<file path="config.mk">
export PLATFORM = sky130hd
export DESIGN_NAME = counter_cfg
export DESIGN_NICKNAME = d
export VERILOG_FILES = /design/src/rtl/counter_cfg_pkg.sv /design/src/rtl/counter_prescaler.sv /design/src/rtl/counter_cfg.sv
export SDC_FILE = /design/constraint.sdc
export NUM_CORES = 1
export LEC_CHECK = 0
export CORE_MARGIN = 1.5
export CORE_UTILIZATION = 40
export CTS_BUF_LIST = sky130_fd_sc_hd__clkbuf_4 sky130_fd_sc_hd__clkbuf_8
export DETAILED_ROUTE_END_ITERATION = 10
export PLACE_DENSITY = 0.6
export SLEW_MARGIN = 30
export SYNTH_ARGS = -nofsm -noshare
export SYNTH_HDL_FRONTEND = slang
export SYNTH_SLANG_ARGS = --single-unit
</file>
<file path="constraint.sdc">
create_clock -name clk -period 5.93 [get_ports clk]
set_input_delay 0.8895 -clock clk [delete_from_list [all_inputs] [get_ports clk]]
set_output_delay 0.8895 -clock clk [all_outputs]
set_load 0.02 [all_outputs]
</file>
<file path="src/rtl/counter_cfg_pkg.sv">
// Shared types and next-count helper for the configurable up/down counter.
package counter_cfg_pkg;

    // Widest counter the helper supports; callers zero-extend and truncate.
    localparam int unsigned CNT_MAX_W = 64;

    typedef enum logic {
        CNT_WRAP = 1'b0,
        CNT_SAT  = 1'b1
    } cnt_mode_e;

    typedef struct packed {
        logic                 wrap;
        logic [CNT_MAX_W-1:0] value;
    } next_cnt_t;

    // One step of the counter; terminal detection is by comparison only.
    function automatic next_cnt_t next_count(
        input logic [CNT_MAX_W-1:0] count,
        input logic [CNT_MAX_W-1:0] max,
        input logic                 up,
        input cnt_mode_e            mode
    );
        next_cnt_t r;
        r.value = count;
        r.wrap  = 1'b0;
        if (up) begin
            if (count < max) begin
                r.value = count + CNT_MAX_W'(1);
            end else if (mode == CNT_WRAP) begin
                r.value = '0;
                r.wrap  = 1'b1;
            end else begin
                r.value = max;
            end
        end else begin
            if (count != '0) begin
                r.value = count - CNT_MAX_W'(1);
            end else if (mode == CNT_WRAP) begin
                r.value = max;
                r.wrap  = 1'b1;
            end
        end
        return r;
    endfunction

endpackage

</file>
<file path="src/rtl/counter_prescaler.sv">
// Divides enabled cycles into count ticks: one tick every PRESCALE enabled cycles.
module counter_prescaler #(
    parameter int unsigned PRESCALE = 1
) (
    input  logic clk,
    input  logic rst_n,
    input  logic en_i,
    input  logic clr_i,
    output logic tick_o
);

    generate
        if (PRESCALE <= 1) begin : g_direct
            // Every enabled cycle is a tick; no phase state to keep.
            logic unused_presc;
            assign unused_presc = &{1'b0, clk, rst_n, clr_i};
            assign tick_o       = en_i;
        end else begin : g_div
            localparam int unsigned PW = $clog2(PRESCALE);
            localparam logic [PW-1:0] LAST = PW'(PRESCALE - 1);

            logic [PW-1:0] cnt;

            // Phase counter: cleared by reset or load, advances only while enabled.
            always_ff @(posedge clk) begin
                if (!rst_n) begin
                    cnt <= '0;
                end else if (clr_i) begin
                    cnt <= '0;
                end else if (en_i) begin
                    cnt <= (cnt == LAST) ? '0 : cnt + PW'(1);
                end
            end

            assign tick_o = en_i && (cnt == LAST);
        end
    endgenerate

endmodule

</file>
<file path="src/rtl/counter_cfg.sv">
// Parametrised up/down counter with load, wrap/saturate mode and registered flags.
module counter_cfg
    import counter_cfg_pkg::*;
#(
    parameter int unsigned WIDTH    = 8,
    parameter int unsigned PRESCALE = 1
) (
    input  logic             clk,
    input  logic             rst_n,
    input  logic             en_i,
    input  logic             up_i,
    input  logic             mode_i,
    input  logic             load_i,
    input  logic [WIDTH-1:0] load_val_i,
    input  logic [WIDTH-1:0] max_val_i,
    output logic [WIDTH-1:0] count,
    output logic             overflow,
    output logic             underflow,
    output logic             wrap_o
);

    logic             tick;
    logic             dir_q;
    logic [WIDTH-1:0] count_d;
    logic             dir_d;
    logic             wrap_d;
    logic             ovf_d;
    logic             udf_d;
    next_cnt_t        nc;
    logic             unused_nc;

    counter_prescaler #(
        .PRESCALE (PRESCALE)
    ) u_prescaler (
        .clk    (clk),
        .rst_n  (rst_n),
        .en_i   (en_i),
        .clr_i  (load_i),
        .tick_o (tick)
    );

    // Candidate step uses the current up_i so a direction change applies immediately.
    assign nc        = next_count(CNT_MAX_W'(count), CNT_MAX_W'(max_val_i),
                                  up_i, cnt_mode_e'(mode_i));
    assign unused_nc = ^nc;

    // Next-state: load beats step beats hold; flags follow the next count/direction.
    always_comb begin
        count_d = count;
        dir_d   = up_i;
        wrap_d  = 1'b0;
        if (load_i) begin
            count_d = (load_val_i > max_val_i) ? max_val_i : load_val_i;
        end else if (tick) begin
            count_d = WIDTH'(nc.value);
            wrap_d  = nc.wrap;
        end
        ovf_d = (count_d == max_val_i) & dir_d;
        udf_d = (count_d == '0) & ~dir_d;
    end

    // State and flag registers with synchronous active-low reset.
    always_ff @(posedge clk) begin
        if (!rst_n) begin
            count     <= '0;
            dir_q     <= 1'b1;
            overflow  <= 1'b0;
            underflow <= 1'b0;
            wrap_o    <= 1'b0;
        end else begin
            count     <= count_d;
            dir_q     <= dir_d;
            overflow  <= ovf_d;
            underflow <= udf_d;
            wrap_o    <= wrap_d;
        end
    end

endmodule

</file>
-- Yosys cells after proc, flatten, opt, wreduce, memory -nomap -nowiden
Cells that the tools add are included.
- register bits after elaboration: 11
- bits of input ports: 22
- output and inout port bits: 11
- add/sub/neg operators: 2
- magnitude comparators: 2
- equal/unequal tests: 1
- mux-type cells: 11
- bitwise operators: 5
- reductions and logical operators: 3
- operators with widths (operator ; number):
    two-way mux 65 bit ; 2
    two-way mux 64 bit ; 1
    two-way mux 8 bit ; 4
    adder 8 x 1 -> 9 bit (second input constant) ; 1
    two-way mux 9 bit ; 1
    subtractor 8 x 1 -> 9 bit (second input constant) ; 1
    == test 8 bit ; 1
    greater-than comparator 8 bit ; 1
    logical NOT 8 bit ; 1
    < comparator 8 bit ; 1
    nonzero test 8 bit ; 1
    two-way mux 1 bit ; 3
    NOT 1 bit ; 3
    OR reduction 3 bit ; 1
    bitwise AND 1 bit ; 2

-- Logic depth before layout (Yosys ltp)
- depth after elaboration: 7
- depth in mapped cells: 12
- depth with buffers taken out: 10

-- Cells and area by module
From an unflattened synthesis, not the netlist that was laid out.
- cells, all modules: 244
- area, all modules: 1814.2 um2
- modules (own cells, without submodules) (module ; instances ; cells each ; area an instance (um2) ; seq. area each (um2)):
    counter_cfg ; 1 ; 243 ; 1806.7 ; 220.2
    counter_prescaler ; 1 ; 1 ; 7.5 ; 0.0

-- Worst setup path before layout
No wires, ideal clock.
- path type: input -> register
- start: input port max_val_i[5]
- end: register underflow
- library setup time: 0.088 ns
- data arrival time: 3.415 ns
- slack: 2.427 ns
- stages on the path: 12
- path buffers: 2
- path through: clkbuf_1 > inv_1 > ha_1 > nand4_1 > nor2_1 > a21oi_1 > or2_1 > buf_2 > a21oi_1 > a2111o_1 > or4b_1 > nor4_2
- word-level cells in the longest chain between the ends: 7
- elaborated cells on any way between the ends: 12
- those cells by class: order compare (2); mux (8); bitwise (1); reduce/logical (1)
- ends and longest elaborated chain (element ; line ; source):
    start, declared ; counter_cfg.sv:15 ; input logic [WIDTH-1:0] max_val_i,
    < comparator 8 bit (tied with other cells) ; counter_cfg_pkg.sv:28 ; if (count < max) begin
    two-way mux 9 bit or two-way mux 64 bit (tied branches) ; counter_cfg_pkg.sv:28, counter_cfg_pkg.sv:37 ;
    two-way mux 65 bit ; counter_cfg_pkg.sv:27 ; if (up) begin
    two-way mux 8 bit ; counter_cfg.sv:54 ; end else if (tick) begin
    two-way mux 8 bit * ; counter_cfg.sv:52 ; if (load_i) begin
    logical NOT 8 bit * ; counter_cfg.sv:59 ; udf_d = (count_d == '0) & ~dir_d;
    bitwise AND 1 bit * ; counter_cfg.sv:59 ;
    end signal, assigned ; counter_cfg.sv:74 ; underflow <= udf_d;
    end, declared ; counter_cfg.sv:18 ; output logic underflow,
Every way passes the cells marked *; elsewhere a longest branch is shown, timed or not.
A chain may end at the register's enable or synchronous reset.

-- Worst setup path after layout
Ends and elaborated chain as after synthesis.

==> qor.csv <==
metric;value;unit
holdBufCountCts;0;
tightest_slew;0.700;ns
drtPass1Iterations;5;
period_minus_slack;4.09;ns
cts_resized;0;
area_growth_syn_to_layout;19.4;%
synth-compound-area-share;33.7;%
yosys.area_share.simple;29.8;%
synthMuxAreaShare;3.21;%
ant_nets;0;
vdd_drop_max;0.000135;V
synth.ff_latch_count;11;
nets;338;
antenna_found_initial;0;
diodes;0;
cts-root-buf;clkbuf_8;
place_worst_setup_slack;1.64;ns
syn_nets;316;
die_w;73.5;microns
io_buffer_count;32;
io_pins;33;
synthCells;276;
drt_iter0_drc;322;
end_kind;flop;
cts.sinks;11;
grt_overflow_total;0;
hpwl;5.49;mm
worst_slack;1.84;ns
vias;2350;
numCtsBuffers;3;
hold_class;flop to flop;
postPlaceCellArea;2320;sq um
synth_cell_type_count;67;
critPathMaxFanout;7;
drive_gt1_share;6.40;%
critPathArrivalTime;4.25;ns
grt_pass1_wl;11.3;mm
htree_levels;1;
initial_core_util;41.8;%
grt_max_degree;20;
grt_usage;27.5;%
grt_pass1_vias;2081;
clockBufferDepth;2;
design_area;2370;sq um
rsz0062_at_grt;false;
async_flop_share;0;%
globalplace.congestion;0.971;
fmax;0.244;GHz
synthAdderAreaFrac;11.3;%
syn_area;1990;sq um
routed_wl;7.19;mm
path_class;input pin to flop;
vias_per_cell;6.46;
worst_setup_path_start_kind;input pin;
fin_skew;0.00243;ns
synth_edf_count;0;
required;6.09;ns
status;complete, no violations;
synth_xor_area_share;3.96;%
route.detailed.drc;0;
power.density;172;nW/um^2
wl_per_cell;19.8;microns
synth_top_family_by_area;compound AO/OA/AOI/OAI gates;
tns;0;ns
die_height;73.5;microns
fin_util;49.9;%
ys_seq_area_share;11.1;%
post-cts-setup-buffers;0;
setup_viol;0;
rows;25;
maxSlewViolCount;0;
hold_violations;0;
cts_tree;yes;
fin_crit_sh;69.0;%
cap_violations;0;
clk_pin_slew;0.05;ns
insertion_delay;0.24;ns
core_area;4750;sq um
syn_area_per_cell;7.21;sq um
yosysWarnings;0;
max_slew_margin;53.1;%
ys.flop_type;dfxtp_1;
power_leakage;0.000950;uW
design.die.area;5410;sq um
## cell usage after synthesis (6+ instances only)
library cell,number,area share (%)
nor4_1,7,2.2
o21ai_0,14,3.5
inv_1,18,3.4
nor3_1,10,2.5
nand2_1,17,3.2
and2_1,6,1.9
nand4_1,6,1.9
ha_1,18,11
nor2_1,19,3.6
a21oi_1,22,5.5
clkbuf_1,13,2.5
a21o_1,6,2.3
o211ai_1,7,2.6
a211oi_1,7,2.6
nand3_1,12,3.0
dfxtp_1,11,11
xnor2_1,6,2.6
## layout by cell type (no fill, tap or decap), types with 3 or more instances in the layout
cell type | synthesis | routed
inv_1 | 18 | 18
nor4_1 | 7 | 7
nor3_1 | 10 | 10
nand4_1 | 6 | 6
and4_1 | 3 | 3
ha_1 | 18 | 18
a21oi_1 | 22 | 22
and3_1 | 3 | 3
a21o_1 | 6 | 6
a221o_1 | 3 | 3
nor2b_1 | 3 | 3
o211ai_1 | 7 | 7
clkbuf_8 | 0 | 3
and2_1 | 6 | 6
nand2b_1 | 3 | 3
clkdlybuf4s50_1 | 0 | 32
mux2i_1 | 3 | 3
a211o_1 | 3 | 3
o31ai_1 | 3 | 3
o21ai_1 | 3 | 3
xor2_1 | 3 | 3
nor2_1 | 19 | 19
o21ai_0 | 14 | 14
nand3_1 | 12 | 12
xnor2_1 | 6 | 6
a211oi_1 | 7 | 7
dfxtp_1 | 11 | 11
nand2_1 | 17 | 17
## routing by layer
metal | global-route usage (%) | part of all wire (%) | vias up
li1 | - | - | 1109
met1 | 39.3 | 44 | 1103
met2 | 43.3 | 46 | 130
met3 | 4.53 | 7.9 | 8
met4 | 5.76 | 1.7 | 0
met5 | 0 | 0 | -
## state kept, by name, indices dropped and copies added, names as in the netlist
signal     count
count          8
overflow       1
underflow      1
wrap_o         1
## kinds of logic (layout without fill, tap and decap cells)
logic type	Yosys count	after routing
flip-flops	11	11
adder cells (fa/ha/maj)	18	18
AO/OA/AOI/OAI	94	94
XOR/XNOR	9	9
buffers and inverters	34	55
AND/OR/NAND/NOR	104	104
multiplexers	6	6
## where the power goes
part / total, uW / switching (uW) / internal (uW)
registers: 105 / 24.7 / 80.1
logic: 229 / 132 / 97.1
clock network: 75.9 / 29.6 / 46.3
## through the flow
stage,cells,hold slack [ns],total power [uW]
after global placement,359,1.13,331
after floorplan,276,0.965,251
after CTS,363,1.11,404
after global routing,364,1.20,437
after detailed placement,359,1.10,327
final,364,1.13,409
## cell type report
type | instances | area (sq um)
clock inverters | 1 | 5.00
flip-flops and latches | 11 | 220
well taps | 67 | 83.8
multi-input cells | 231 | 1630
fillers | 492 | 2380
clock buffers | 3 | 41.3
repair buffers | 33 | 325
inverters | 18 | 67.6
## critical path, cell delays in order
cell and delay, ns:
clkdlybuf4s50_1 0.65, inv_1 0.16, ha_1 0.32, nand4_1 0.13, nor2_1 0.08, a21oi_1 0.35, or2_1 0.32, a21oi_1 0.18
a2111o_1 0.44, or4b_1 0.52, nor4_2 0.21
## path summary, 6_finish.rpt
path                            slack [ns]          from  cells past startpoint         to
worst max-delay path                  1.84  max_val_i[5]                     11  underflow
worst min-delay path                  1.13      count[5]                      3   count[5]
worst min register to register        1.13      count[5]                      3   count[5]
worst max register to register        2.56      count[2]                      9   overflow
Power figures use the tool's default switching activity.
